$ cat config.mk
export PLATFORM = sky130hd
export DESIGN_NAME = apb3_master
export DESIGN_NICKNAME = d
export VERILOG_FILES = /design/src/rtl/apb3_pkg.sv /design/src/rtl/apb3_timeout_cnt.sv /design/src/rtl/apb3_master.sv
export SDC_FILE = /design/constraint.sdc
export NUM_CORES = 1
export LEC_CHECK = 0
export CAP_MARGIN = 40
export CORE_UTILIZATION = 44
export DETAILED_ROUTE_END_ITERATION = 8
export GPL_TIMING_DRIVEN = 0
export PLACE_DENSITY = 0.86
export SLEW_MARGIN = 30
export SYNTH_ARGS = -nofsm -noshare
export SYNTH_HDL_FRONTEND = slang
export SYNTH_SLANG_ARGS = --single-unit
$ cat constraint.sdc
create_clock -name io_systemClk -period 9.4 [get_ports io_systemClk]
set_input_delay 1.88 -clock io_systemClk [delete_from_list [all_inputs] [get_ports io_systemClk]]
set_output_delay 1.88 -clock io_systemClk [all_outputs]
set_load 0.05 [all_outputs]
$ cat src/rtl/apb3_pkg.sv
// ----------------------------------------------------------------------------
// apb3_pkg
// Shared definitions for the APB3 initiator: FSM state encoding, the data
// width and the default parameter values. The helper function sizes the
// ACCESS wait counter.
// ----------------------------------------------------------------------------
package apb3_pkg;

   localparam int DATA_WIDTH         = 32;
   localparam int DEFAULT_ADDR_WIDTH = 16;
   localparam int DEFAULT_TIMEOUT    = 255;

   typedef enum logic [1:0] {
      IDLE   = 2'd0,
      SETUP  = 2'd1,
      ACCESS = 2'd2,
      RESP   = 2'd3
   } apbState_t;

   // Counter width able to hold maxVal. A disabled timeout (0) still needs a
   // one-bit counter so that the vector declaration stays legal.
   function automatic int cntWidth(input int maxVal);
      return (maxVal < 1) ? 1 : $clog2(maxVal + 1);
   endfunction

endpackage

$ cat src/rtl/apb3_timeout_cnt.sv
// ----------------------------------------------------------------------------
// apb3_timeout_cnt
// Counts ACCESS cycles during which the completer holds PREADY low and flags
// when the count has reached TIMEOUT. The count saturates at TIMEOUT rather
// than wrapping. TIMEOUT = 0 disables the timeout: expired never asserts.
//
// Ports
//   clk      in   rising-edge clock
//   rst      in   asynchronous active-high reset
//   clear    in   restart the count at zero (asserted the cycle before ACCESS)
//   enable   in   count this cycle (ACCESS with PREADY low)
//   expired  out  count equals TIMEOUT and the timeout is enabled
// ----------------------------------------------------------------------------
module apb3_timeout_cnt
   import apb3_pkg::*;
#(
   parameter int TIMEOUT = DEFAULT_TIMEOUT
) (
   input  logic clk,
   input  logic rst,
   input  logic clear,
   input  logic enable,
   output logic expired
);

   localparam int            CW    = cntWidth(TIMEOUT);
   localparam logic [CW-1:0] LIMIT = CW'(TIMEOUT);
   localparam logic          TIMEOUT_ON = (TIMEOUT > 0);

   logic [CW-1:0] waitCnt;

   always_ff @(posedge clk or posedge rst) begin
      if (rst) begin
         waitCnt <= '0;
      end else if (clear) begin
         waitCnt <= '0;
      end else if (enable && (waitCnt != LIMIT)) begin
         waitCnt <= waitCnt + CW'(1);
      end
   end

   assign expired = TIMEOUT_ON && (waitCnt == LIMIT);

endmodule

$ cat src/rtl/apb3_master.sv
// ----------------------------------------------------------------------------
// apb3_master
// Single-outstanding APB3 initiator. A command accepted on the cmd handshake
// becomes one SETUP + ACCESS transfer; the result is presented on the rsp
// handshake and held until taken. A stalled ACCESS phase is aborted after
// TIMEOUT wait cycles (0 disables the abort).
//
// Ports
//   io_systemClk / io_systemReset   clock, asynchronous active-high reset
//   cmd_valid/cmd_ready             command handshake (ready only in IDLE)
//   cmd_write/cmd_addr/cmd_wdata    command fields, latched on accept
//   rsp_valid/rsp_ready             response handshake
//   rsp_rdata/rsp_error/rsp_timeout response fields
//   busy                            transaction in progress
//   PADDR..PSLVERROR                APB3 initiator port
//
// state  | meaning
// -------+---------------------------------------------------------------
// IDLE   | waiting for a command, cmd_ready high
// SETUP  | APB setup phase, PSEL high, PENABLE low
// ACCESS | APB access phase, waiting for PREADY or the timeout
// RESP   | response held on rsp_* until rsp_ready
// ----------------------------------------------------------------------------
module apb3_master
   import apb3_pkg::*;
#(
   parameter int ADDR_WIDTH = DEFAULT_ADDR_WIDTH,
   parameter int TIMEOUT    = DEFAULT_TIMEOUT
) (
   input  logic                  io_systemClk,
   input  logic                  io_systemReset,

   input  logic                  cmd_valid,
   output logic                  cmd_ready,
   input  logic                  cmd_write,
   input  logic [ADDR_WIDTH-1:0] cmd_addr,
   input  logic [DATA_WIDTH-1:0] cmd_wdata,

   output logic                  rsp_valid,
   input  logic                  rsp_ready,
   output logic [DATA_WIDTH-1:0] rsp_rdata,
   output logic                  rsp_error,
   output logic                  rsp_timeout,

   output logic                  busy,

   output logic [ADDR_WIDTH-1:0] PADDR,
   output logic                  PSEL,
   output logic                  PENABLE,
   output logic                  PWRITE,
   output logic [DATA_WIDTH-1:0] PWDATA,
   input  logic [DATA_WIDTH-1:0] PRDATA,
   input  logic                  PREADY,
   input  logic                  PSLVERROR
);

   apbState_t state;
   apbState_t nextState;

   logic cmdAccept;
   logic accessDone;
   logic accessAbort;
   logic waitExpired;

   always_ff @(posedge io_systemClk or posedge io_systemReset) begin
      if (io_systemReset) begin
         state <= IDLE;
      end else begin
         state <= nextState;
      end
   end

   always_comb begin
      nextState   = state;
      cmdAccept   = 1'b0;
      accessDone  = 1'b0;
      accessAbort = 1'b0;
      cmd_ready   = 1'b0;
      PSEL        = 1'b0;
      PENABLE     = 1'b0;
      rsp_valid   = 1'b0;
      busy        = 1'b1;

      case (state)
         IDLE: begin
            cmd_ready = 1'b1;
            busy      = 1'b0;
            if (cmd_valid) begin
               cmdAccept = 1'b1;
               nextState = SETUP;
            end
         end
         SETUP: begin
            PSEL      = 1'b1;
            nextState = ACCESS;
         end
         ACCESS: begin
            PSEL    = 1'b1;
            PENABLE = 1'b1;
            // A completer that answers on the cycle the timeout would fire
            // still gets its response through.
            if (PREADY) begin
               accessDone = 1'b1;
               nextState  = RESP;
            end else if (waitExpired) begin
               accessAbort = 1'b1;
               nextState   = RESP;
            end
         end
         RESP: begin
            rsp_valid = 1'b1;
            if (rsp_ready) begin
               nextState = IDLE;
            end
         end
         default: begin
            nextState = IDLE;
         end
      endcase
   end

   // The APB request fields are loaded at accept time so they are already
   // valid in SETUP, and they keep their value through IDLE afterwards.
   always_ff @(posedge io_systemClk or posedge io_systemReset) begin
      if (io_systemReset) begin
         PADDR       <= '0;
         PWRITE      <= 1'b0;
         PWDATA      <= '0;
         rsp_rdata   <= '0;
         rsp_error   <= 1'b0;
         rsp_timeout <= 1'b0;
      end else begin
         if (cmdAccept) begin
            PADDR  <= cmd_addr;
            PWRITE <= cmd_write;
            PWDATA <= cmd_wdata;
         end
         if (accessDone) begin
            rsp_rdata   <= PWRITE ? '0 : PRDATA;
            rsp_error   <= PSLVERROR;
            rsp_timeout <= 1'b0;
         end else if (accessAbort) begin
            rsp_rdata   <= '0;
            rsp_error   <= 1'b1;
            rsp_timeout <= 1'b1;
         end
      end
   end

   // Cleared during SETUP so the count starts at zero on the first ACCESS cycle.
   apb3_timeout_cnt #(
      .TIMEOUT (TIMEOUT)
   ) u_timeoutCnt (
      .clk     (io_systemClk),
      .rst     (io_systemReset),
      .clear   (state == SETUP),
      .enable  ((state == ACCESS) && !PREADY),
      .expired (waitExpired)
   );

endmodule

* Word level (Yosys, flattened, before mapping)
Cells that the tools add are included.
** Storage, ports and cells
- Bits in registers :: 93
- Input bits :: 87
- Output and inout port bits :: 88
- Word-level logic and storage cells :: 50
** Operators by class
- $add $sub $neg :: 1
- Equality and inequality tests :: 8
- Multiplexer cells :: 25
- Reductions and logical operators :: 8
** Operators by type and width (count)
- $mux W32 :: 3
- $mux W8 :: 2
- $mux W1 :: 15
- $add A8 B1 Y8 const B :: 1
- $eq A8 B8 Y1 const B :: 1
- $mux W2 :: 4
- $ne A8 B8 Y1 const B :: 1
- $pmux W2 S4 :: 1
- $eq A2 B2 Y1 const B :: 2
- $ne A2 B2 Y1 const B :: 2
- $reduce_bool A2 Y1 :: 2
- $ne A3 B2 Y1 const B :: 1
- $reduce_and A3 Y1 :: 1
- $eq A2 B1 Y1 const B :: 1
- $logic_and A1 B1 Y1 :: 2
- $logic_not A2 Y1 :: 1
- $reduce_or A2 Y1 :: 1
- $logic_not A1 Y1 :: 1

* Longest topological paths before layout
- Word-level depth :: 6
- Mapped depth :: 6
- Depth with buffers taken out :: 6

* Hierarchy
A second synthesis with hierarchy kept.
** Second synthesis, totals
- Cell total of the unflattened synthesis :: 253
- Area total of the unflattened synthesis :: 3719.8 um^2
** By module, submodules not included
- apb3_master :: times used 1, cells each 205, area each 3228.1 um^2, seq. area each 2127.0 um^2
- apb3_timeout_cnt :: times used 1, cells each 48, area each 491.7 um^2, seq. area each 200.2 um^2

* Worst setup path after synthesis
Ideal clock, no wire load.
- Path type :: reg2out
- Start :: register state[0]
- End :: output busy
- Arrival time :: 1.367 ns
- Required time :: 7.520 ns
- Path slack :: 6.153 ns
- Stages on the path, launching flop included :: 4
- Buffers on the path :: 0
- Cells stage by stage :: dfrtp_1 inv_1 ha_1 inv_1
** Between the ends
- Cells in the longest elaborated chain, start to end :: 2
** Ends and longest elaborated chain
- start: declaration :: RTL line apb3_master.sv:57 : apbState_t state;
- start signal: assignment :: RTL line apb3_master.sv:69 : state <= nextState;
- $logic_not A2 Y1 :: RTL line apb3_master.sv:84 : case (state)
- $mux W1 :: RTL line apb3_master.sv:84
- end: declaration :: RTL line apb3_master.sv:45 : output logic busy,
No other way between the ends.

* Final worst setup path
- Start :: register state[0]
- End :: output PENABLE
** Between the ends
- Cells in the longest elaborated chain, start to end :: 2
** Ends and longest elaborated chain
- $eq A2 B2 Y1 :: RTL line apb3_master.sv:84
- $mux W1 :: RTL line apb3_master.sv:84
- end: declaration :: RTL line apb3_master.sv:49 : output logic PENABLE,
No other way between the ends.

==> flow_metrics.env <==
export IMPL_outcome="finished clean"
export IMPL_antenna_found_initial=0
export IMPL_worstHoldStart="rsp_rdata[24]"
export IMPL_finalSetupViolCount=0
export IMPL_rsz0062_at_grt="false"
export IMPL_pwr_share_seq_pct=29.1
export IMPL_report_final_hold_viol_count=0
export IMPL_n_antenna_cell=0
export IMPL_slew_headroom_pct=63.4
export IMPL_rows=32
export IMPL_yosys_warnings=0
export IMPL_post_cts_resized=0
export IMPL_worstHoldEndpoint="rsp_rdata[24]"
export IMPL_clk_pin_slew_ns=0.09
export IMPL_drv_slew=0
export IMPL_synth_common_cells="93 x dfrtp_1, 49 x mux2_2, 31 x a22o_1, 11 x buf_2, 9 x a21oi_1"
export IMPL_grt_pass1_vias=2953
export IMPL_p_clk_share_pct=11.6
export IMPL_p_int_mw=1.19
export IMPL_cts_sinks=93
export IMPL_fp_dieH_um=92.9
export IMPL_rr_endpoint="PWDATA[1]"
export IMPL_vdd_drop_max_mv=0.291
export IMPL_postRouteAntennaNets=0
export IMPL_cts_buffers=9
export IMPL_grt_overflow_total=0
export IMPL_grt_pass1_wl_mm=14.6
export IMPL_chipWidth_um=92.9
export IMPL_synth_edff_count=0
export IMPL_max_clock_freq_mhz=248
export IMPL_drive_gt1_share_pct=19.5
export IMPL_synthCells=250
export IMPL_synth_cell_types=37
export IMPL_syn_avg_cell_area_sq_um=14.5
export IMPL_clk_latency_ns=0.34
export IMPL_cts_hold_fix_buffers=0
export IMPL_p_leak_nw=2.50
export IMPL_synth_flop_cell="dfrtp_1"
export IMPL_drcViolationCount=0
export IMPL_crit_arrival_ns=2.16
export IMPL_htreeDepth=3
export IMPL_routabilityCongestion=0.788
export IMPL_start_util_pct=46.3
export IMPL_yosysMostFrequentCell="dfrtp_1"
export IMPL_grtUsageTotal_pct=22.0
export IMPL_routedWlPerCell_um=16.7
export IMPL_setup_tns_final_ns=0
export IMPL_p_sw_share_pct=47.5
export IMPL_clock_skew_ns=0.00929
export IMPL_netlist_area_leader_share_pct=64.0
export IMPL_grt_max_degree=61
export IMPL_syn_nets=342
export IMPL_dp_cells=527
export IMPL_async_flop_share_pct=100
export IMPL_cp_required_ns=7.52
export IMPL_syn_cell_area_sq_um=3630
export IMPL_synth_area_leaders="dfrtp_1 64%, mux2_2 15%, a22o_1 7.5%"
export IMPL_worst_pin_slew_ns=0.547
export IMPL_dp_final_hpwl_mm=6.88
export IMPL_firstDrtPassIters=4
export IMPL_fin_crit_ns=4.04
export IMPL_maxCapViolations=0
export IMPL_portBuffers=174
export IMPL_core_sq_um=7850
export IMPL_area_growth_pct=57.8
export IMPL_cts_root_buf="clkbuf_8"
export IMPL_cts_tree="built"
export IMPL_r2r_slack_ns=7.40
export IMPL_routed_wl_mm=9.06
export IMPL_worstSetupPathType="reg -> out"
export IMPL_nNetsFinal=528
export IMPL_p_per_area_nw_per_um2=395
export IMPL_critPathCaptureType="output port"
export IMPL_synth_top_area_cell="dfrtp_1"
export IMPL_rr_worst_depth=6
export IMPL_clockBufferDepth=2
export IMPL_via_per_inst=5.13
export IMPL_combPwrFrac_pct=59.3
export IMPL_drt_iter0_drc=74
export IMPL_finalCritPeriodShare_pct=43.0
export IMPL_crit_reg2reg_launch="state[0]"
export IMPL_cts_setup_buffers=0
export IMPL_min_path_type="reg -> reg"
export IMPL_stdcell_count=543
export IMPL_dr_total_vias=2787
export IMPL_p_switching_mw=1.08
export IMPL_dieArea_sq_um=8630
export IMPL_holdPathStages=1
export IMPL_io_pins=175
export IMPL_start_kind="register"
export IMPL_ys_seq_elements=93
export IMPL_ys_seq_area_share_pct=64.0
export IMPL_cp_max_fo=9
## flip-flops by register name, summed over array words and instances, names as in the netlist
name / count
PADDR: 16
PWDATA: 32
PWRITE: 1
rsp_error: 1
rsp_rdata: 32
rsp_timeout: 1
state: 2
u_timeoutCnt.waitCnt: 8
## stage by stage
step	total power, mW	instance area [sq um]	utilization [%]	worst slack, ns	hold WS, ns
floorplan	1.55	3630	-	5.10	0.508
global placement	1.99	5500	70.1	3.75	0.477
detailed placement	2.02	5540	70.6	5.76	0.482
CTS	2.29	5740	73.1	5.36	0.508
global route	2.37	5740	73.1	5.27	0.518
finish	2.27	5740	73.1	5.36	0.506
## kinds of logic after synthesis
kind of cell	count (synthesis)	share of synthesized area [%]
compound gates	48	10.3
xor+xnor	2	0.482
fa+ha+maj	5	1.72
buf+inv	20	2.44
flops	93	64.0
mux	51	15.8
simple gates	31	5.27
## worst max-delay path: stages (launching register included)
cell and delay, ns:
dfrtp_1 0.42, inv_1 0.12, ha_1 0.39, clkdlybuf4s50_1 0.88
## worst max path at each step
stage                         startpoint    endpoint  slack, ns  cells after the start
after global routing            state[0]     PENABLE       5.27                      3
after CTS                       state[0]     PENABLE       5.36                      3
after global placement    io_systemReset  PWDATA[30]       3.75                      2
final                           state[0]     PENABLE       5.36                      3
after floorplan           io_systemReset    PADDR[0]       5.10                      1
after detailed placement        state[0]     PENABLE       5.76                      3
## layout make-up
class,instances,area (sq um)
Clock buffer,9,124
Inverter,7,31.3
Multi-Input combinational cell,137,1220
Fill cell,540,2110
Clock inverter,7,75.1
Sequential cell,93,2330
Buffer,13,62.6
Tap cell,102,128
Timing Repair Buffer,175,1770
## cell usage in the layout (no fill, tap or decap), drive strengths merged, types with 2 or more instances in the layout
| cell type | instances |
|---|---|
| a22o | 31 |
| nand2 | 7 |
| inv | 8 |
| a21oi | 9 |
| ha | 5 |
| nor3 | 4 |
| dfrtp | 93 |
| clkbuf | 10 |
| clkinv | 2 |
| nand3 | 2 |
| nor2 | 7 |
| clkdlybuf4s50 | 174 |
| buf | 13 |
| o21ai | 4 |
| mux2 | 50 |
| clkinvlp | 3 |
## per-layer routing
layer  vias to the layer above  wire [um]  track usage, %
li1                       1282          -               -
met1                      1363       3480            25.6
met2                       128       4580            37.9
met3                        14        839            7.55
met4                         0        162            7.44
met5                         -          0               0
## power by group through the flow
stage / Sequential (mW) / Clock (mW) / Combinational (mW)
2_1_floorplan: 1.22 / 0 / 0.327
3_3_place_gp: 0.655 / 0 / 1.33
5_1_grt: 0.679 / 0.284 / 1.40
4_1_cts: 0.660 / 0.271 / 1.36
3_5_place_dp: 0.667 / 0 / 1.35
6_report: 0.660 / 0.263 / 1.34
Note: power is estimated with default switching activity, not from simulation.
